## src/rtl/wave_display_multi.sv

```systemverilog
// Multi-trace waveform renderer: master plus note traces drawn as joined segments
// inside a fixed raster window, with a fixed 3-cycle registered output.
module wave_display_multi #(
  parameter int unsigned NUM_CH       = 10,
  parameter int unsigned SAMPLE_W     = 8,
  parameter int unsigned X_START      = 256,
  parameter int unsigned COLS_LOG2    = 8,
  parameter int unsigned STEEP_THRESH = 20
) (
  input  logic                         clk,
  input  logic                         reset_n,
  input  logic [10:0]                  x,
  input  logic [9:0]                   y,
  input  logic                         valid,
  input  logic                         read_index,
  input  logic [NUM_CH*SAMPLE_W-1:0]   rd_data,
  input  logic [NUM_CH-1:0]            ch_enable,
  input  logic                         dot_mode,
  output logic [COLS_LOG2:0]           read_address,
  output logic                         valid_pixel,
  output logic [7:0]                   r,
  output logic [7:0]                   g,
  output logic [7:0]                   b
);

  localparam int unsigned AW    = COLS_LOG2 + 1;
  localparam int unsigned X_END = X_START + (1 << (COLS_LOG2 + 1));
  localparam int unsigned Y_LIM = 1 << SAMPLE_W;

  function automatic logic [23:0] palette(input int unsigned idx);
    case (idx % 8)
      0:       palette = 24'hFFFFFF;
      1:       palette = 24'h5A3278;
      2:       palette = 24'h852064;
      3:       palette = 24'h2842A0;
      4:       palette = 24'h33755E;
      5:       palette = 24'h964B23;
      6:       palette = 24'hB0B030;
      default: palette = 24'h30A0B0;
    endcase
  endfunction

  function automatic logic [23:0] scale34(input logic [23:0] p);
    scale34 = '0;
    for (int unsigned i = 0; i < 3; i++)
      scale34[i*8 +: 8] = (p[i*8 +: 8] >> 1) + (p[i*8 +: 8] >> 2);
  endfunction

  logic                 in_win;
  logic [COLS_LOG2-1:0] col;

  always_comb begin
    col          = COLS_LOG2'((x - 11'(X_START)) >> 1);
    in_win       = (32'(x) >= X_START) && (32'(x) < X_END) && (32'(y >> 1) < Y_LIM);
    read_address = in_win ? {read_index, col} : '0;
  end

  logic [AW-1:0]       addr_d1, s1_addr;
  logic [SAMPLE_W-1:0] ys_d1, ys_d2;
  logic                valid_d1, valid_d2, win_d1, win_d2, dot_d1, dot_d2;
  logic [NUM_CH-1:0]   en_d1, en_d2;
  logic [SAMPLE_W-1:0] prev_s [NUM_CH];
  logic [SAMPLE_W-1:0] cur_s  [NUM_CH];

  always_ff @(posedge clk or negedge reset_n) begin
    if (!reset_n) begin
      addr_d1  <= '0;
      ys_d1    <= '0;
      valid_d1 <= 1'b0;
      win_d1   <= 1'b0;
      en_d1    <= '0;
      dot_d1   <= 1'b0;
    end else begin
      addr_d1  <= read_address;
      ys_d1    <= y[SAMPLE_W:1];
      valid_d1 <= valid;
      win_d1   <= in_win;
      en_d1    <= ch_enable;
      dot_d1   <= dot_mode;
    end
  end

  // win_d2 is win_d1 one cycle later, so win_d1 & !win_d2 marks a line's first column
  always_ff @(posedge clk or negedge reset_n) begin
    if (!reset_n) begin
      s1_addr  <= '0;
      ys_d2    <= '0;
      valid_d2 <= 1'b0;
      win_d2   <= 1'b0;
      en_d2    <= '0;
      dot_d2   <= 1'b0;
      for (int unsigned c = 0; c < NUM_CH; c++) begin
        prev_s[c] <= '0;
        cur_s[c]  <= '0;
      end
    end else begin
      ys_d2    <= ys_d1;
      valid_d2 <= valid_d1;
      win_d2   <= win_d1;
      en_d2    <= en_d1;
      dot_d2   <= dot_d1;
      if (win_d1) begin
        s1_addr <= addr_d1;
        for (int unsigned c = 0; c < NUM_CH; c++) begin
          cur_s[c] <= rd_data[c*SAMPLE_W +: SAMPLE_W];
          if (!win_d2)
            prev_s[c] <= rd_data[c*SAMPLE_W +: SAMPLE_W];
          else if (addr_d1 != s1_addr)
            prev_s[c] <= cur_s[c];
        end
      end
    end
  end

  logic [NUM_CH-1:0] hit_v;
  logic [23:0]       rgb_v [NUM_CH];

  for (genvar c = 0; c < NUM_CH; c++) begin : g_ch
    logic [SAMPLE_W-1:0] pv, cv, lo, hi, lo_m, hi_p, spread;
    logic                core, halo, steep, inner;

    assign pv     = prev_s[c];
    assign cv     = cur_s[c];
    assign lo     = (pv < cv) ? pv : cv;
    assign hi     = (pv < cv) ? cv : pv;
    assign lo_m   = (lo == '0) ? '0 : lo - 1'b1;
    assign hi_p   = (hi == '1) ? '1 : hi + 1'b1;
    assign spread = hi - lo;
    assign core   = en_d2[c] && (dot_d2 ? (ys_d2 == cv) : (ys_d2 >= lo && ys_d2 <= hi));
    assign halo   = en_d2[c] && !core && (ys_d2 >= lo_m) && (ys_d2 <= hi_p);
    assign steep  = !dot_d2 && (32'(spread) > STEEP_THRESH);
    assign inner  = core && steep && (ys_d2 != pv) && (ys_d2 != cv);

    assign hit_v[c] = core || halo;
    assign rgb_v[c] = inner ? scale34(palette(c)) :
                      core  ? palette(c) :
                              (palette(c) >> 1) & 24'h7F7F7F;
  end

  logic [23:0] pix_rgb;
  logic        found;

  always_comb begin
    pix_rgb = '0;
    found   = 1'b0;
    for (int unsigned c = 0; c < NUM_CH; c++) begin
      if (!found && hit_v[c]) begin
        found   = 1'b1;
        pix_rgb = rgb_v[c];
      end
    end
    if (!win_d2)
      pix_rgb = '0;
  end

  always_ff @(posedge clk or negedge reset_n) begin
    if (!reset_n) begin
      r           <= '0;
      g           <= '0;
      b           <= '0;
      valid_pixel <= 1'b0;
    end else begin
      r           <= pix_rgb[23:16];
      g           <= pix_rgb[15:8];
      b           <= pix_rgb[7:0];
      valid_pixel <= valid_d2;
    end
  end

endmodule

```

## config.mk

```make
export PLATFORM = sky130hd
export DESIGN_NAME = wave_display_multi
export DESIGN_NICKNAME = d
export VERILOG_FILES = /design/src/rtl/wave_display_multi.sv
export SDC_FILE = /design/constraint.sdc
export NUM_CORES = 1
export LEC_CHECK = 0
export CAP_MARGIN = 20
export CORE_AREA = 2 2 325 327
export CTS_CLUSTER_SIZE = 8
export DETAILED_ROUTE_END_ITERATION = 16
export DIE_AREA = 0 0 327 329
export DONT_BUFFER_PORTS = 1
export MAX_ROUTING_LAYER = met4
export SETUP_SLACK_MARGIN = 0.4
export SLEW_MARGIN = 20
export SYNTH_ARGS = -nofsm -noshare
export SYNTH_HDL_FRONTEND = slang
export SYNTH_SLANG_ARGS = --single-unit
```

## constraint.sdc

```tcl
create_clock -name clk -period 13.08 [get_ports clk]
set_input_delay 2.616 -clock clk [delete_from_list [all_inputs] [get_ports clk]]
set_output_delay 2.616 -clock clk [all_outputs]
set_load 0.02 [all_outputs]
```

======== After elaboration in Yosys (flattened, before gate mapping) ========
Cells that the tools add are included.
storage, ports and cells
  register bits ........................... 245
  bits in latches ......................... 0
  bits in writable memories ............... 0
  ROM bits ................................ 0
  input port bits ......................... 116
  output and inout port bits .............. 34
  logic and storage cells ................. 425
  memories kept ........................... 0
cells by class
  add/sub/neg operators ................... 31
  $mul .................................... 0
  divide/modulo/power cells ............... 0
  magnitude comparators ................... 63
  equality and inequality tests ........... 42
  shift operators ......................... 0
  muxes and demuxes ....................... 111
  bitwise operators ....................... 0
  reductions and logical operators ........ 142
operator list
  kind                                                                                  number
  24-bit 2-to-1 mux                                                                     21
  8-bit 2-to-1 mux                                                                      60
  8-bit greater-or-equal comparator                                                     20
  8-bit <= comparator                                                                   20
  8-bit inequality test                                                                 20
  22-bit 2-to-1 mux                                                                     6
  1-bit logical AND                                                                     101
  23-bit 2-to-1 mux                                                                     4
  8-bit by 1-bit adder with 8-bit output, second input constant                         10
  8-bit equality test                                                                   10
  8-bit equality test, second input constant                                            10
  8-bit by 5-bit greater-than comparator with 1-bit output, second input constant       10
  8-bit zero test                                                                       10
  8-bit < comparator                                                                    10
  8-bit by 1-bit subtractor with 8-bit output, second input constant                    10
  8-bit subtractor                                                                      10
  1-bit zero test                                                                       20
  1-bit 2-to-1 mux                                                                      19
  11-bit by 9-bit greater-or-equal comparator with 1-bit output, second input constant  1
  11-bit by 10-bit < comparator with 1-bit output, second input constant                1
  1-bit logical OR                                                                      10
  9-bit < comparator, second input constant                                             1
  9-bit 2-to-1 mux                                                                      1
  9-bit inequality test                                                                 1
  other kinds (3)                                                                       3

======== Logic depth before layout (Yosys ltp) ========
Gate-level depths: netlist of the first run.
  depth after elaboration ................. 40
  gate-level depth with buffers ........... 31
  gate-level depth less buffers ........... 27

======== Worst setup path after synthesis of the first run ========
OpenSTA, ideal clock, no wires.
  path kind ............................... register to register
  from .................................... reg cur_s (netlist bit g_ch[4].cv[2])
  to ...................................... reg r[6]
  library setup time ...................... 0.111 ns
  data arrival time ....................... 6.144 ns
  data required time ...................... 12.969 ns
  path slack .............................. 6.824 ns
  stages on the path, launching flop included .. 27
  buffers on the path ..................... 3
  period minus slack after synthesis ...... 6.256 ns
  cell sequence ........................... dfrtp_1 -> inv_1 -> ha_1 -> nand4_1 -> o21bai_1 -> a31oi_2 -> clkbuf_1 -> buf_1 -> clkbuf_1 -> mux2i_1 -> ha_1 -> and3_1 -> and3_1 -> nand3_1 -> nand2_1 -> ha_1 -> a21o_1 -> a211oi_1 -> o21ai_0 -> a31oi_1 -> o211ai_1 -> nor3_1 -> nand4b_2 -> a21oi_4 -> nand2b_2 -> nor2_1 -> a2111oi_2
between the ends
  word-level cells in the longest chain between the ends .. 29
  elaborated cells on any way between the ends .. 45
  classes of those cells .................. add/sub: 2; order compare: 5; eq/ne: 2; mux: 17; reduce/logical: 19
RTL lines
  element                                                                      RTL line  source
  from (decl)                                                                  63        logic [SAMPLE_W-1:0] cur_s [NUM_CH];
  from (signal, indexed assignment)                                            105       cur_s[c] <= rd_data[c*SAMPLE_W +: SAMPLE_W];
  parallel branches: the longest is 10 deep, another holds 8-bit < comparator  --
  1-bit logical OR (*)                                                         134       assign hit_v[c] = core || halo;
  1-bit logical AND (*)                                                        147       if (!found && hit_v[c]) begin
  1-bit 2-to-1 mux                                                             147
  1-bit zero test                                                              147
  1-bit logical AND                                                            147
  1-bit 2-to-1 mux                                                             147
  1-bit zero test                                                              147
  (+5 left out)                                                                --
  1-bit zero test                                                              147
  1-bit logical AND                                                            147
  1-bit 2-to-1 mux                                                             147
  1-bit zero test                                                              147
  1-bit logical AND                                                            147
  24-bit 2-to-1 mux (*)                                                        147
  24-bit 2-to-1 mux (*)                                                        152       if (!win_d2)
  via pix_rgb[22]                                                              140       logic [23:0] pix_rgb;
  to (signal assigned)                                                         163       r <= pix_rgb[23:16];
  to (decl)                                                                    21        output logic [7:0] r,
Mark *: on every way through the listed nets, which the timed path passes.
A chain may end at the register's enable or synchronous reset.

======== Final worst setup path of the first run ========
  from .................................... reg cur_s (netlist bit g_ch[1].cv[1])
  to ...................................... reg r[4]
between the ends
  word-level cells in the longest chain between the ends .. 38
  elaborated cells on any way between the ends .. 66
  classes of those cells .................. add/sub: 3; order compare: 6; eq/ne: 3; mux: 25; reduce/logical: 29
RTL lines
  element                                                                      RTL line
  parallel branches: the longest is 36 deep, another holds 8-bit < comparator  --
  24-bit 2-to-1 mux (*)                                                        147
  24-bit 2-to-1 mux (*)                                                        152
  via pix_rgb[20]                                                              140
Marks and branches as above.

==> results of run 1 <==
[power breakdown]
group | internal (W) | total (W) | switching (W) | leakage (nW)
clock | 0.000543 | 0.000928 | 0.000385 | 0.518
combinational | 0.00222 | 0.00535 | 0.00314 | 10.4
sequential | 0.000905 | 0.00126 | 0.000353 | 3.03
[metal layers]
layer	share of wire	routed length, um
met4	0.024	2348
met5	0	0
met2	0.44	42700
met3	0.073	7053
met1	0.46	44330
[sequential cells by signal, indices dropped and copies added, names as in the netlist]
register,flops
g_ch.cv,80
g_ch.pv,80
en_d1,10
en_d2,10
addr_d1,9
s1_addr,9
b,8
g,8
r,8
ys_d1,8
ys_d2,8
dot_d1,1
dot_d2,1
valid_d1,1
valid_d2,1
valid_pixel,1
win_d1,1
win_d2,1
[cells in the final DEF, fill, tap and decap left out, drive strengths merged, types with 47 or more instances in the layout]
master / instances
nor2: 288
a21oi: 260
dfrtp: 245
xnor2: 166
mux2i: 134
a211oi: 56
nand4: 61
nand2b: 84
nand3: 97
ha: 417
nor4: 47
nor2b: 59
inv: 186
xor2: 95
and3: 50
nand2: 369
nor3: 69
o21ai: 296
a31oi: 47
clkbuf: 52
a21o: 68
[worst max-delay path by stage]
stage	start	to	slack (ns)	cells after the start
3_3_place_gp	g_ch[1].cv[3]$_DFFE_PN0P_	r[4]$_DFF_PN0_	5.54	25
4_1_cts	g_ch[1].cv[1]$_DFFE_PN0P_	r[4]$_DFF_PN0_	5.40	26
3_5_place_dp	g_ch[1].cv[1]$_DFFE_PN0P_	r[4]$_DFF_PN0_	5.50	26
2_1_floorplan	g_ch[4].cv[2]$_DFFE_PN0P_	r[6]$_DFF_PN0_	6.82	26
5_1_grt	g_ch[1].cv[3]$_DFFE_PN0P_	r[4]$_DFF_PN0_	4.64	25
6_report	g_ch[1].cv[1]$_DFFE_PN0P_	r[4]$_DFF_PN0_	5.19	26
[worst reg2reg max path, stage by stage (launching register included)]
cell and delay [ns]:
dfrtp_1 0.45, inv_1 0.16, ha_1 0.33, nor2b_1 0.14, o211a_1 0.25, o21ai_1 0.43
nand2_2 0.36, a21oi_1 0.41, nand2_1 0.19, a21oi_1 0.18, and2_1 0.20, nand2_1 0.09
or3_1 0.41, and2_1 0.20, ha_1 0.26, nand2b_1 0.14, a21o_1 0.17, a211oi_1 0.25
o21bai_1 0.11, a2111oi_0 0.74, a211oi_1 0.25, a211oi_4 0.61, nand3_1 0.38, a211oi_1 0.49
nor2_1 0.12, a221oi_1 0.35, o31a_1 0.18
[metrics by stage]
stage | power, W | area, um^2
after global routing | 0.008363 | 32450
after CTS | 0.007510 | 32420
final | 0.007538 | 32450
after detailed placement | 0.006532 | 31360
after global placement | 0.006438 | 31360
after floorplan | 0.005349 | 30050
[layout make-up]
class                   instances  area (um^2)
fillers                     11091        71930
inverters                     187        701.9
clock buffers                  52         1035
multi-input cells            3196        22580
repair buffers                 24        180.2
clock inverters                 4        23.77
well taps                    1391         1740
diodes                          7        17.52
flip-flops and latches        245         6166
[cells by family (layout without fill, tap and decap cells)]
family | Yosys count | count (layout) | synth area share
muxes | 163 | 163 | 0.05550
DFF | 245 | 245 | 0.2040
xor gates and xnor gates | 261 | 261 | 0.07606
other | 0 | 7 | 0
adders and majority gates | 422 | 422 | 0.1754
buffers and inverters | 347 | 267 | 0.04567
AOI/OAI and AO/OA | 1085 | 1085 | 0.2364
and+or+nand+nor | 1265 | 1265 | 0.2070
==> report_table.html, run 1 <==
<table>
<tr><th>Metric</th><th>Value</th></tr>
<tr><th colspan="2">Placement</th></tr>
<tr><td>Final HPWL DP</td><td>71.02 mm</td></tr>
<tr><td>Placement Setup Slack</td><td>5.496 ns</td></tr>
<tr><td>Global placer's final weighted congestion</td><td>0.9355</td></tr>
<tr><td>Total instance count after detailed placement</td><td>5043</td></tr>
<tr><td>Number of port buffers</td><td>0</td></tr>
<tr><th colspan="2">Global routing</th></tr>
<tr><td>M1 GR Usage</td><td>0.2337</td></tr>
<tr><td>GR peak layer</td><td>met2</td></tr>
<tr><td>Global-route usage over all layers</td><td>0.1803</td></tr>
<tr><td>Met2 Resource Use GR</td><td>0.2801</td></tr>
<tr><td>Total gr overflow</td><td>0</td></tr>
<tr><td>Met3 track demand over resource</td><td>0.04384</td></tr>
<tr><td>Via count of the first global-routing pass</td><td>26480</td></tr>
<tr><td>Wire length of the first global-routing pass</td><td>150.9 mm</td></tr>
<tr><td>Initial antenna violation count</td><td>5</td></tr>
<tr><td>Maximum number of pins on one net before global-route repair</td><td>246</td></tr>
<tr><th colspan="2">Setup path</th></tr>
<tr><td>Setup crit start kind</td><td>register</td></tr>
<tr><td>Data required time at the worst endpoint</td><td>13.59 ns</td></tr>
<tr><td>Bufs and invs on worst path</td><td>1</td></tr>
<tr><td>Data arrival, critical path</td><td>8.40 ns</td></tr>
<tr><td>Standard cell with the maximum stage delay on the critical path</td><td>a2111oi_0</td></tr>
<tr><td>Kind of cell adding the most delay to the critical path</td><td>compound AO/OA/AOI/OAI gates</td></tr>
<tr><td>Kind of end point of the critical path</td><td>register</td></tr>
<tr><td>Dominant cell type by count on the critical path</td><td>a211oi_1</td></tr>
<tr><td>Worst R2R Setup Slack</td><td>5.19 ns</td></tr>
<tr><td>Largest stage delay on the critical path</td><td>0.74 ns</td></tr>
<tr><td>Crit Path Max Fanout</td><td>19</td></tr>
<tr><td>Setup CP Type</td><td>reg2reg</td></tr>
<tr><td>RR Endpoint</td><td>r[4]$_DFF_PN0_</td></tr>
<tr><td>FF-to-FF Start</td><td>g_ch[1].cv[1]$_DFFE_PN0P_</td></tr>
<tr><td>Worst Reg2Reg Path Length in Cells</td><td>26</td></tr>
<tr><th colspan="2">Layout</th></tr>
<tr><td>Share of the core filled with cells</td><td>0.3109</td></tr>
<tr><td>Final std cells w/o fill</td><td>5106</td></tr>
<tr><td>Number of nets in the final layout</td><td>4225</td></tr>
<tr><td>Signed area change from the synthesized netlist to the final layout</td><td>7.969%</td></tr>
<tr><td>Share of cells above drive strength 1</td><td>0.04612</td></tr>
<tr><th colspan="2">Synth</th></tr>
<tr><td>Sequential area share after synthesis</td><td>0.2040</td></tr>
<tr><td>Number of enable-type register cells in the synthesized netlist</td><td>0</td></tr>
<tr><td>Average footprint of a synthesized cell</td><td>7.934 um^2</td></tr>
<tr><td>Share of flip-flops with an asynchronous set or reset after synthesis</td><td>1.000</td></tr>
<tr><td>Top cell type's share of synthesized area</td><td>0.2040</td></tr>
<tr><td>List of most frequent post-synthesis cells</td><td>417 x ha_1, 366 x nand2_1, 287 x nor2_1</td></tr>
<tr><td>Area of the mapped netlist</td><td>30050 um^2</td></tr>
<tr><td>Area leader, netlist</td><td>dfrtp_1</td></tr>
<tr><td>Nets in the synthesized netlist</td><td>4321</td></tr>
<tr><td>Library cell with the highest instance count after synthesis</td><td>ha_1</td></tr>
<tr><td>Cells taking the most area after synthesis</td><td>dfrtp_1 20%, ha_1 17%, xnor2_1 4.8%, o21ai_0 4.8%, nand2_1 4.6%</td></tr>
<tr><td>Yosys warning count</td><td>0</td></tr>
<tr><td>Synthesized instance count</td><td>3788</td></tr>
<tr><td>Prevailing post-synth register cell</td><td>dfrtp_1</td></tr>
<tr><td>Count of cell types in the netlist</td><td>113</td></tr>
<tr><td>#FFs+latches synth</td><td>245</td></tr>
<tr><th colspan="2">Route</th></tr>
<tr><td>Remaining design rule violation count</td><td>0</td></tr>
<tr><td>DR vias/cell</td><td>5.438</td></tr>
<tr><td>Number of nets with antenna violations after routing</td><td>0</td></tr>
<tr><td>Iter 0 DRT Violations</td><td>1834</td></tr>
<tr><td>Aggregate routed wire length</td><td>96.43 mm</td></tr>
<tr><td>Via count</td><td>27766</td></tr>
<tr><td>Detailed-router iteration count before antenna repair</td><td>7</td></tr>
<tr><td>Avg WL per Cell</td><td>18.89 um</td></tr>
<tr><th colspan="2">Outcome</th></tr>
<tr><td>Result of the run</td><td>complete, no violations</td></tr>
<tr><th colspan="2">Floorplanning</th></tr>
<tr><td>Core ar.</td><td>104400 um^2</td></tr>
<tr><td>Effective utilization at floorplan</td><td>0.2879</td></tr>
<tr><td>IO Count</td><td>150</td></tr>
<tr><td>Overall die area</td><td>107600 um^2</td></tr>
<tr><td>Standard-cell rows</td><td>119</td></tr>
<tr><td>Die height</td><td>329 um</td></tr>
<tr><td>Die width</td><td>327 um</td></tr>
<tr><th colspan="2">Clock tree</th></tr>
<tr><td>Master cell of the clock root buffer</td><td>clkbuf_16</td></tr>
<tr><td>Clock-pin slew of the registers on the worst-case setup and hold paths</td><td>0.06 ns</td></tr>
<tr><td>TritonCTS Sinks</td><td>245</td></tr>
<tr><td>Maximum clock path buffer count</td><td>3</td></tr>
<tr><td>Number of setup buffers added after CTS</td><td>0</td></tr>
<tr><td>TritonCTS clock tree</td><td>yes</td></tr>
<tr><td>H-tree Lvls</td><td>2</td></tr>
<tr><td>Hold-fix buffer count after cts</td><td>0</td></tr>
<tr><td>Total of cells resized after clock tree synthesis</td><td>0</td></tr>
<tr><td>Cts bufs inserted</td><td>38</td></tr>
<tr><td>Skew-Pair Late Insertion Delay</td><td>0.58 ns</td></tr>
<tr><th colspan="2">Hold path</th></tr>
<tr><td>Min-Delay Path Class</td><td>reg2reg</td></tr>
<tr><td>Startpoint of the lowest-slack hold path</td><td>en_d1[7]$_DFF_PN0_</td></tr>
<tr><td>Hold EP</td><td>en_d2[7]$_DFF_PN0_</td></tr>
<tr><td>Number of instances on the worst hold path</td><td>0</td></tr>
<tr><th colspan="2">Pwr</th></tr>
<tr><td>Leakage power figure</td><td>13.94 nW</td></tr>
<tr><td>Peak VDD IR</td><td>0.1235 mV</td></tr>
<tr><td>Cell area power density</td><td>232.3 nW/um^2</td></tr>
<tr><th colspan="2">STA</th></tr>
<tr><td>Highest attainable clock frequency</td><td>0.1267 GHz</td></tr>
<tr><td>Worst hold slack across all endpoints</td><td>0.3395 ns</td></tr>
<tr><td>Fin worst setup slack</td><td>5.188 ns</td></tr>
<tr><td>Max-Slew Margin vs Limit</td><td>0.2481</td></tr>
<tr><td>Slew of the pin with the lowest slew margin</td><td>1.123 ns</td></tr>
<tr><td>Setup tns final</td><td>0 ns</td></tr>
<tr><td>Unrepaired setup endpoints after global routing</td><td>no</td></tr>
<tr><td>Min cycle time layout</td><td>7.892 ns</td></tr>
<tr><td>Crit share post-route</td><td>0.6034</td></tr>
<tr><td>Count of endpoints failing hold in the final timing report</td><td>0</td></tr>
<tr><td>Slew Limit Fails</td><td>0</td></tr>
<tr><td>Fin Clk Skew</td><td>0.02219 ns</td></tr>
<tr><td>Setup violators final</td><td>0</td></tr>
<tr><th colspan="2">Run</th></tr>
<tr><td>Max-Cap Viols</td><td>0</td></tr>
</table>
Note: power is estimated with default switching activity, not from simulation.
==> inputs of run 2 (changes only) <==
- clock period: 13.08 -> 8.22 ns (I/O delays scaled with it)
==> run 2 against run 1 <==
Compared with the run above: sequential power is 59% higher; routed wire length increased by 0.43%; non-clock buffer count grew 22; count of clock-buffer cells in the layout is 7 higher; worst setup slack got worse by 4.2 ns; sequential share of layout area down 0.15 points; fmax grew 8.6%.
==> report_table.html, run 2 (synthesized netlist as in run 1, its figures left out) <==
<table>
<tr><th>Metric</th><th>Value</th></tr>
<tr><th colspan="2">Outcome</th></tr>
<tr><td>Result of the run</td><td>complete, no violations</td></tr>
<tr><th colspan="2">Route</th></tr>
<tr><td>Iter 0 DRT Violations</td><td>1992</td></tr>
<tr><td>Number of nets with antenna violations after routing</td><td>0</td></tr>
<tr><td>DR vias/cell</td><td>5.428</td></tr>
<tr><td>Aggregate routed wire length</td><td>96.85 mm</td></tr>
<tr><td>Via count</td><td>27853</td></tr>
<tr><td>Detailed-router iteration count before antenna repair</td><td>5</td></tr>
<tr><td>Avg WL per Cell</td><td>18.87 um</td></tr>
<tr><td>Remaining design rule violation count</td><td>0</td></tr>
<tr><th colspan="2">Layout</th></tr>
<tr><td>Filler cells</td><td>11033</td></tr>
<tr><td>Final std cells w/o fill</td><td>5131</td></tr>
<tr><td>Leading cell types in the layout, fill and taps excluded</td><td>417 x ha_1, 366 x nand2_1, 286 x nor2_1</td></tr>
<tr><td>Share of cells above drive strength 1</td><td>0.05272</td></tr>
<tr><td>Share of the core filled with cells</td><td>0.3133</td></tr>
<tr><td>Signed area change from the synthesized netlist to the final layout</td><td>8.810%</td></tr>
<tr><td>Number of nets in the final layout</td><td>4248</td></tr>
<tr><td>Post-layout instance area</td><td>32700 um^2</td></tr>
<tr><td>Most common cell after layout, fill and taps aside</td><td>ha_1</td></tr>
<tr><th colspan="2">STA</th></tr>
<tr><td>Slew of the pin with the lowest slew margin</td><td>0.9875 ns</td></tr>
<tr><td>Fin Clk Skew</td><td>0.03563 ns</td></tr>
<tr><td>Highest attainable clock frequency</td><td>0.1376 GHz</td></tr>
<tr><td>Crit share post-route</td><td>0.8842</td></tr>
<tr><td>Unrepaired setup endpoints after global routing</td><td>no</td></tr>
<tr><td>Slew Limit Fails</td><td>0</td></tr>
<tr><td>Max-Slew Margin vs Limit</td><td>0.3356</td></tr>
<tr><td>Setup tns final</td><td>0 ns</td></tr>
<tr><td>Min cycle time layout</td><td>7.268 ns</td></tr>
<tr><td>Count of endpoints failing hold in the final timing report</td><td>0</td></tr>
<tr><td>Setup violators final</td><td>0</td></tr>
<tr><th colspan="2">Floorplanning</th></tr>
<tr><td>IO Count</td><td>150</td></tr>
<tr><td>Overall die area</td><td>107600 um^2</td></tr>
<tr><td>Die height</td><td>329 um</td></tr>
<tr><td>Die width</td><td>327 um</td></tr>
<tr><td>Core ar.</td><td>104400 um^2</td></tr>
<tr><td>Standard-cell rows</td><td>119</td></tr>
<tr><td>Effective utilization at floorplan</td><td>0.2879</td></tr>
<tr><th colspan="2">Setup path</th></tr>
<tr><td>Dominant cell type by count on the critical path</td><td>a21oi_1</td></tr>
<tr><td>Worst Reg2Reg Path Length in Cells</td><td>27</td></tr>
<tr><td>Kind of end point of the critical path</td><td>register</td></tr>
<tr><td>Setup CP Type</td><td>reg2reg</td></tr>
<tr><td>Data required time at the worst endpoint</td><td>8.69 ns</td></tr>
<tr><td>Worst R2R Setup Slack</td><td>0.95 ns</td></tr>
<tr><td>Standard cell with the maximum stage delay on the critical path</td><td>a2111oi_0</td></tr>
<tr><td>Data arrival, critical path</td><td>7.74 ns</td></tr>
<tr><td>Setup crit start kind</td><td>register</td></tr>
<tr><td>Largest stage delay on the critical path</td><td>0.62 ns</td></tr>
<tr><td>Crit Path Max Fanout</td><td>10</td></tr>
<tr><th colspan="2">Pwr</th></tr>
<tr><td>Leakage power figure</td><td>14.09 nW</td></tr>
<tr><td>Total Power Consumption</td><td>0.01216 W</td></tr>
<tr><td>Peak VDD IR</td><td>0.1887 mV</td></tr>
<tr><td>Cell area power density</td><td>371.8 nW/um^2</td></tr>
<tr><th colspan="2">Global routing</th></tr>
<tr><td>Maximum number of pins on one net before global-route repair</td><td>246</td></tr>
<tr><td>Wire length of the first global-routing pass</td><td>151.7 mm</td></tr>
<tr><td>Via count of the first global-routing pass</td><td>26484</td></tr>
<tr><td>Initial antenna violation count</td><td>7</td></tr>
<tr><td>Total gr overflow</td><td>0</td></tr>
<tr><td>Global-route usage over all layers</td><td>0.1818</td></tr>
<tr><th colspan="2">Hold path</th></tr>
<tr><td>Min-Delay Path Class</td><td>reg2reg</td></tr>
<tr><td>Number of instances on the worst hold path</td><td>0</td></tr>
<tr><th colspan="2">Placement</th></tr>
<tr><td>Placed cell area</td><td>31510 um^2</td></tr>
<tr><td>Number of port buffers</td><td>0</td></tr>
<tr><td>Final HPWL DP</td><td>71.91 mm</td></tr>
<tr><td>Total instance count after detailed placement</td><td>5063</td></tr>
<tr><td>Global placer's final weighted congestion</td><td>0.9304</td></tr>
<tr><th colspan="2">Clock tree</th></tr>
<tr><td>TritonCTS Sinks</td><td>245</td></tr>
<tr><td>TritonCTS clock tree</td><td>yes</td></tr>
<tr><td>Cts bufs inserted</td><td>39</td></tr>
<tr><td>Skew-Pair Late Insertion Delay</td><td>0.59 ns</td></tr>
<tr><td>Master cell of the clock root buffer</td><td>clkbuf_16</td></tr>
<tr><td>Maximum clock path buffer count</td><td>3</td></tr>
<tr><td>Clock-pin slew of the registers on the worst-case setup and hold paths</td><td>0.05 ns</td></tr>
<tr><td>H-tree Lvls</td><td>2</td></tr>
<tr><th colspan="2">Run</th></tr>
<tr><td>Max-Cap Viols</td><td>0</td></tr>
</table>
run 2: changes by cell type in the layout (fill, tap and decap cells not counted), sizes merged:
cell	delta
buf	+22
clkbuf	+7
diode	-4
clkinv	-1
clkinvlp	+1
run 2: worst paths after layout:
kind | start | end
worst min-delay path | en_d1[7]$_DFF_PN0_ | en_d2[7]$_DFF_PN0_
max in group asynchronous | reset_n | g_ch[2].pv[7]$_DFFE_PN0P_
worst min register to register | en_d1[7]$_DFF_PN0_ | en_d2[7]$_DFF_PN0_
worst max-delay path | g_ch[1].cv[1]$_DFFE_PN0P_ | r[7]$_DFF_PN0_
min in group asynchronous | reset_n | g_ch[9].cv[0]$_DFFE_PN0P_
worst max register to register | g_ch[1].cv[1]$_DFFE_PN0P_ | r[7]$_DFF_PN0_
run 2: through the flow:
step                      setup slack, ns  hold WS [ns]
after global routing               0.4454        0.3521
after CTS                          0.8401        0.3460
after floorplan                     1.964        0.3312
final                              0.9517        0.3445
after global placement             0.9075        0.3319
after detailed placement           0.9399        0.3356
run 2: what timing repair did:
action                     CTS  global route
gates resized for setup      0             0
hold buffers                 0             0
setup buffers                0             2
setup endpoints to repair    0            12
run 2: worst max-delay path: cells and delay by family (launching register included):
family | cells | cell delay [ns]
simple gates | 10 | 2.00
flops | 1 | 0.46
compound gates | 13 | 3.71
buf+inv | 2 | 0.38
fa+ha+maj | 2 | 0.59
run 2: metal layers:
layer	global-route usage	part of all wire	up-vias
li1	-	-	13747
met5	-	0	-
met1	0.2342	0.45	13238
met4	0.04896	0.027	0
met3	0.04522	0.075	154
met2	0.2829	0.44	714
run 2: cell type report:
| cell class | count | area [um^2] | share of cell area |
|---|---|---|---|
| repair buffers | 46 | 345.3 | 0.01056 |
| diodes | 3 | 7.507 | 0.0002296 |
| clock inverters | 4 | 37.54 | 0.001148 |
| clock buffers | 59 | 1122 | 0.03432 |
| multi-input cells | 3196 | 22580 | 0.6905 |
| inverters | 187 | 701.9 | 0.02147 |
| flip-flops and latches | 245 | 6166 | 0.1886 |
| well taps | 1391 | 1740 | 0.05322 |
run 2: power breakdown:
| group | switching [W] | internal [W] |
|---|---|---|
| clock network | 0.000637 | 0.000932 |
| logic | 0.00501 | 0.00358 |
| registers | 0.000554 | 0.00144 |
==> inputs of run 3 (changes only) <==
- SETUP_SLACK_MARGIN: 0.4 -> 0.15
==> run 3 against run 2 <==
Compared with the run above: via count hardly changed; global-route usage stayed put; final cell count hardly changed; first-iteration DRC count is 7.5% higher; non-clock buffer count is 2 lower; sequential share of layout area hardly changed; count of clock-buffer cells in the layout stayed put; critical path depth is 1 lower; combinational power hardly changed; utilization hardly changed; critical path type unchanged.
==> report_table.html, run 3 (synthesized netlist as in run 1, its figures left out) <==
<table>
<tr><th>Metric</th><th>Value</th></tr>
<tr><th colspan="2">Outcome</th></tr>
<tr><td>Result of the run</td><td>complete, no violations</td></tr>
<tr><th colspan="2">Route</th></tr>
<tr><td>Remaining design rule violation count</td><td>0</td></tr>
<tr><td>Iter 0 DRT Violations</td><td>2141</td></tr>
<tr><td>Via count</td><td>27876</td></tr>
<tr><td>Detailed-router iteration count before antenna repair</td><td>5</td></tr>
<tr><td>DR vias/cell</td><td>5.435</td></tr>
<tr><td>Number of nets with antenna violations after routing</td><td>0</td></tr>
<tr><td>Avg WL per Cell</td><td>18.84 um</td></tr>
<tr><td>Aggregate routed wire length</td><td>96.62 mm</td></tr>
<tr><th colspan="2">Setup path</th></tr>
<tr><td>Setup crit end</td><td>r[4]$_DFF_PN0_</td></tr>
<tr><td>Crit. Startpoint</td><td>g_ch[1].cv[1]$_DFFE_PN0P_</td></tr>
<tr><td>Data arrival, critical path</td><td>7.98 ns</td></tr>
<tr><td>Setup CP Type</td><td>reg2reg</td></tr>
<tr><td>Setup crit start kind</td><td>register</td></tr>
<tr><td>Kind of end point of the critical path</td><td>register</td></tr>
<tr><td>Worst R2R Setup Slack</td><td>0.76 ns</td></tr>
<tr><td>Worst Reg2Reg Path Length in Cells</td><td>26</td></tr>
<tr><td>Data required time at the worst endpoint</td><td>8.74 ns</td></tr>
<tr><td>RR Endpoint</td><td>r[4]$_DFF_PN0_</td></tr>
<tr><td>Crit Path Max Fanout</td><td>9</td></tr>
<tr><td>FF-to-FF Start</td><td>g_ch[1].cv[1]$_DFFE_PN0P_</td></tr>
<tr><th colspan="2">STA</th></tr>
<tr><td>Highest attainable clock frequency</td><td>0.1341 GHz</td></tr>
<tr><td>Crit share post-route</td><td>0.9070</td></tr>
<tr><td>Min cycle time layout</td><td>7.455 ns</td></tr>
<tr><td>Fin worst setup slack</td><td>0.7646 ns</td></tr>
<tr><td>Max-Slew Margin vs Limit</td><td>0.3225</td></tr>
<tr><td>Setup tns final</td><td>0 ns</td></tr>
<tr><td>Unrepaired setup endpoints after global routing</td><td>no</td></tr>
<tr><td>Slew of the pin with the lowest slew margin</td><td>1.016 ns</td></tr>
<tr><td>Setup violators final</td><td>0</td></tr>
<tr><td>Slew Limit Fails</td><td>0</td></tr>
<tr><td>Fin Clk Skew</td><td>0.03544 ns</td></tr>
<tr><td>Count of endpoints failing hold in the final timing report</td><td>0</td></tr>
<tr><th colspan="2">Floorplanning</th></tr>
<tr><td>Die height</td><td>329 um</td></tr>
<tr><td>Effective utilization at floorplan</td><td>0.2879</td></tr>
<tr><td>Standard-cell rows</td><td>119</td></tr>
<tr><td>IO Count</td><td>150</td></tr>
<tr><td>Overall die area</td><td>107600 um^2</td></tr>
<tr><td>Die width</td><td>327 um</td></tr>
<tr><td>Core ar.</td><td>104400 um^2</td></tr>
<tr><th colspan="2">Pwr</th></tr>
<tr><td>Peak VDD IR</td><td>0.1897 mV</td></tr>
<tr><td>Leakage power figure</td><td>14.08 nW</td></tr>
<tr><td>Part of the total power dissipated in combinational logic</td><td>0.706</td></tr>
<tr><td>Total internal power</td><td>0.005944 W</td></tr>
<tr><td>Switching power summed over all nets</td><td>0.006195 W</td></tr>
<tr><td>Sw frac</td><td>0.5103</td></tr>
<tr><td>Part of the total power dissipated in the clock network</td><td>0.129</td></tr>
<tr><td>Share of total power in sequential cells</td><td>0.164</td></tr>
<tr><td>Cell area power density</td><td>371.4 nW/um^2</td></tr>
<tr><th colspan="2">Global routing</th></tr>
<tr><td>Total gr overflow</td><td>0</td></tr>
<tr><td>Via count of the first global-routing pass</td><td>26484</td></tr>
<tr><td>Maximum number of pins on one net before global-route repair</td><td>246</td></tr>
<tr><td>Wire length of the first global-routing pass</td><td>151.7 mm</td></tr>
<tr><td>Global-route usage over all layers</td><td>0.1818</td></tr>
<tr><td>Initial antenna violation count</td><td>7</td></tr>
<tr><th colspan="2">Placement</th></tr>
<tr><td>Final HPWL DP</td><td>71.91 mm</td></tr>
<tr><td>Global placer's final weighted congestion</td><td>0.9304</td></tr>
<tr><td>Number of port buffers</td><td>0</td></tr>
<tr><td>Placement Setup Slack</td><td>0.9399 ns</td></tr>
<tr><th colspan="2">Clock tree</th></tr>
<tr><td>TritonCTS Sinks</td><td>245</td></tr>
<tr><td>TritonCTS clock tree</td><td>yes</td></tr>
<tr><td>Number of setup buffers added after CTS</td><td>0</td></tr>
<tr><td>Master cell of the clock root buffer</td><td>clkbuf_16</td></tr>
<tr><td>H-tree Lvls</td><td>2</td></tr>
<tr><td>Maximum clock path buffer count</td><td>3</td></tr>
<tr><td>Hold-fix buffer count after cts</td><td>0</td></tr>
<tr><td>Skew-Pair Late Insertion Delay</td><td>0.59 ns</td></tr>
<tr><td>Total of cells resized after clock tree synthesis</td><td>0</td></tr>
<tr><td>Clock-pin slew of the registers on the worst-case setup and hold paths</td><td>0.05 ns</td></tr>
<tr><td>Cts bufs inserted</td><td>39</td></tr>
<tr><th colspan="2">Layout</th></tr>
<tr><td>Leading cell types in the layout, fill and taps excluded</td><td>417 x ha_1, 366 x nand2_1, 286 x nor2_1</td></tr>
<tr><td>Most common cell after layout, fill and taps aside</td><td>ha_1</td></tr>
<tr><td>Share of cells above drive strength 1</td><td>0.05221</td></tr>
<tr><td>Number of nets in the final layout</td><td>4246</td></tr>
<tr><td>Signed area change from the synthesized netlist to the final layout</td><td>8.760%</td></tr>
<tr><th colspan="2">Run</th></tr>
<tr><td>Max-Cap Viols</td><td>0</td></tr>
<tr><th colspan="2">Hold path</th></tr>
<tr><td>Min-Delay Path Class</td><td>reg2reg</td></tr>
</table>
[run 3: changes by cell type in the layout (fill, tap and decap cells not counted)]
cell	delta
buf_4	-2
[run 3: layer usage]
layer	global-route usage	vias up	routed length, um	part of all wire
met3	0.04522	150	7379	0.076
met1	0.2342	13247	43730	0.45
li1	-	13748	-	-
met2	0.2829	731	42910	0.44
met4	0.04896	0	2599	0.027
met5	-	-	0	0
[run 3: through the flow]
| step | hold WS [ns] | power [W] | cells | area [um^2] | utilization |
|---|---|---|---|---|---|
| floorplan | 0.3312 | 0.008511 | 3788 | 30050 | - |
| global placement | 0.3319 | 0.01030 | 5063 | 31510 | 0.3019 |
| detailed placement | 0.3356 | 0.01045 | 5063 | 31510 | 0.3019 |
| CTS | 0.3460 | 0.01211 | 5126 | 32670 | 0.3130 |
| global route | 0.3521 | 0.01346 | 5129 | 32690 | 0.3132 |
| finish | 0.3442 | 0.01214 | 5129 | 32690 | 0.3132 |
[run 3: how the worst min path moves through the flow]
stage / from / end / slack [ns] / cells after the start
final: en_d1[7]$_DFF_PN0_ / en_d2[7]$_DFF_PN0_ / 0.34 / 0
after global routing: valid_d1$_DFF_PN0_ / valid_d2$_DFF_PN0_ / 0.35 / 0
after CTS: en_d1[7]$_DFF_PN0_ / en_d2[7]$_DFF_PN0_ / 0.35 / 0
after detailed placement: ys_d1[0]$_DFF_PN0_ / ys_d2[0]$_DFF_PN0_ / 0.34 / 0
after global placement: en_d1[7]$_DFF_PN0_ / en_d2[7]$_DFF_PN0_ / 0.33 / 0
after floorplan: dot_d1$_DFF_PN0_ / dot_d2$_DFF_PN0_ / 0.33 / 0
[run 3: power by group through the flow]
| stage | clock network, W | logic [W] | registers, W |
|---|---|---|---|
| 2_1_floorplan | 0 | 0.00679 | 0.00173 |
| 3_3_place_gp | 0 | 0.00830 | 0.00200 |
| 3_5_place_dp | 0 | 0.00845 | 0.00200 |
| 4_1_cts | 0.00162 | 0.00851 | 0.00199 |
| 5_1_grt | 0.00166 | 0.00976 | 0.00204 |
| 6_report | 0.00157 | 0.00858 | 0.00200 |
[run 3: layout make-up]
class | instances | area [um^2]
Antenna cell | 3 | 7.507
Clock buffer | 59 | 1122
Clock inverter | 4 | 37.54
Fill cell | 11031 | 71690
Inverter | 187 | 701.9
Multi-Input combinational cell | 3196 | 22580
Sequential cell | 245 | 6166
Tap cell | 1391 | 1740
Timing Repair Buffer | 44 | 330.3
[run 3: worst max-delay path, stage by stage, from the launching register on]
cell and delay (ns):
dfrtp_1 0.46, inv_1 0.15, ha_1 0.33, nor2b_1 0.15
o211a_1 0.24, o21ai_1 0.41, nand2_2 0.09, a21oi_1 0.41
nand2_1 0.21, a21oi_1 0.21, and2_1 0.21, nand2_1 0.09
or3_1 0.42, and2_1 0.20, ha_1 0.26, nand2b_1 0.14
a21o_1 0.17, a211oi_1 0.25, o21bai_1 0.11, a2111oi_0 0.63
a211oi_1 0.26, a211oi_4 0.62, nand3_1 0.35, a211oi_1 0.42
nor2_1 0.12, a221oi_1 0.31, o31a_1 0.18
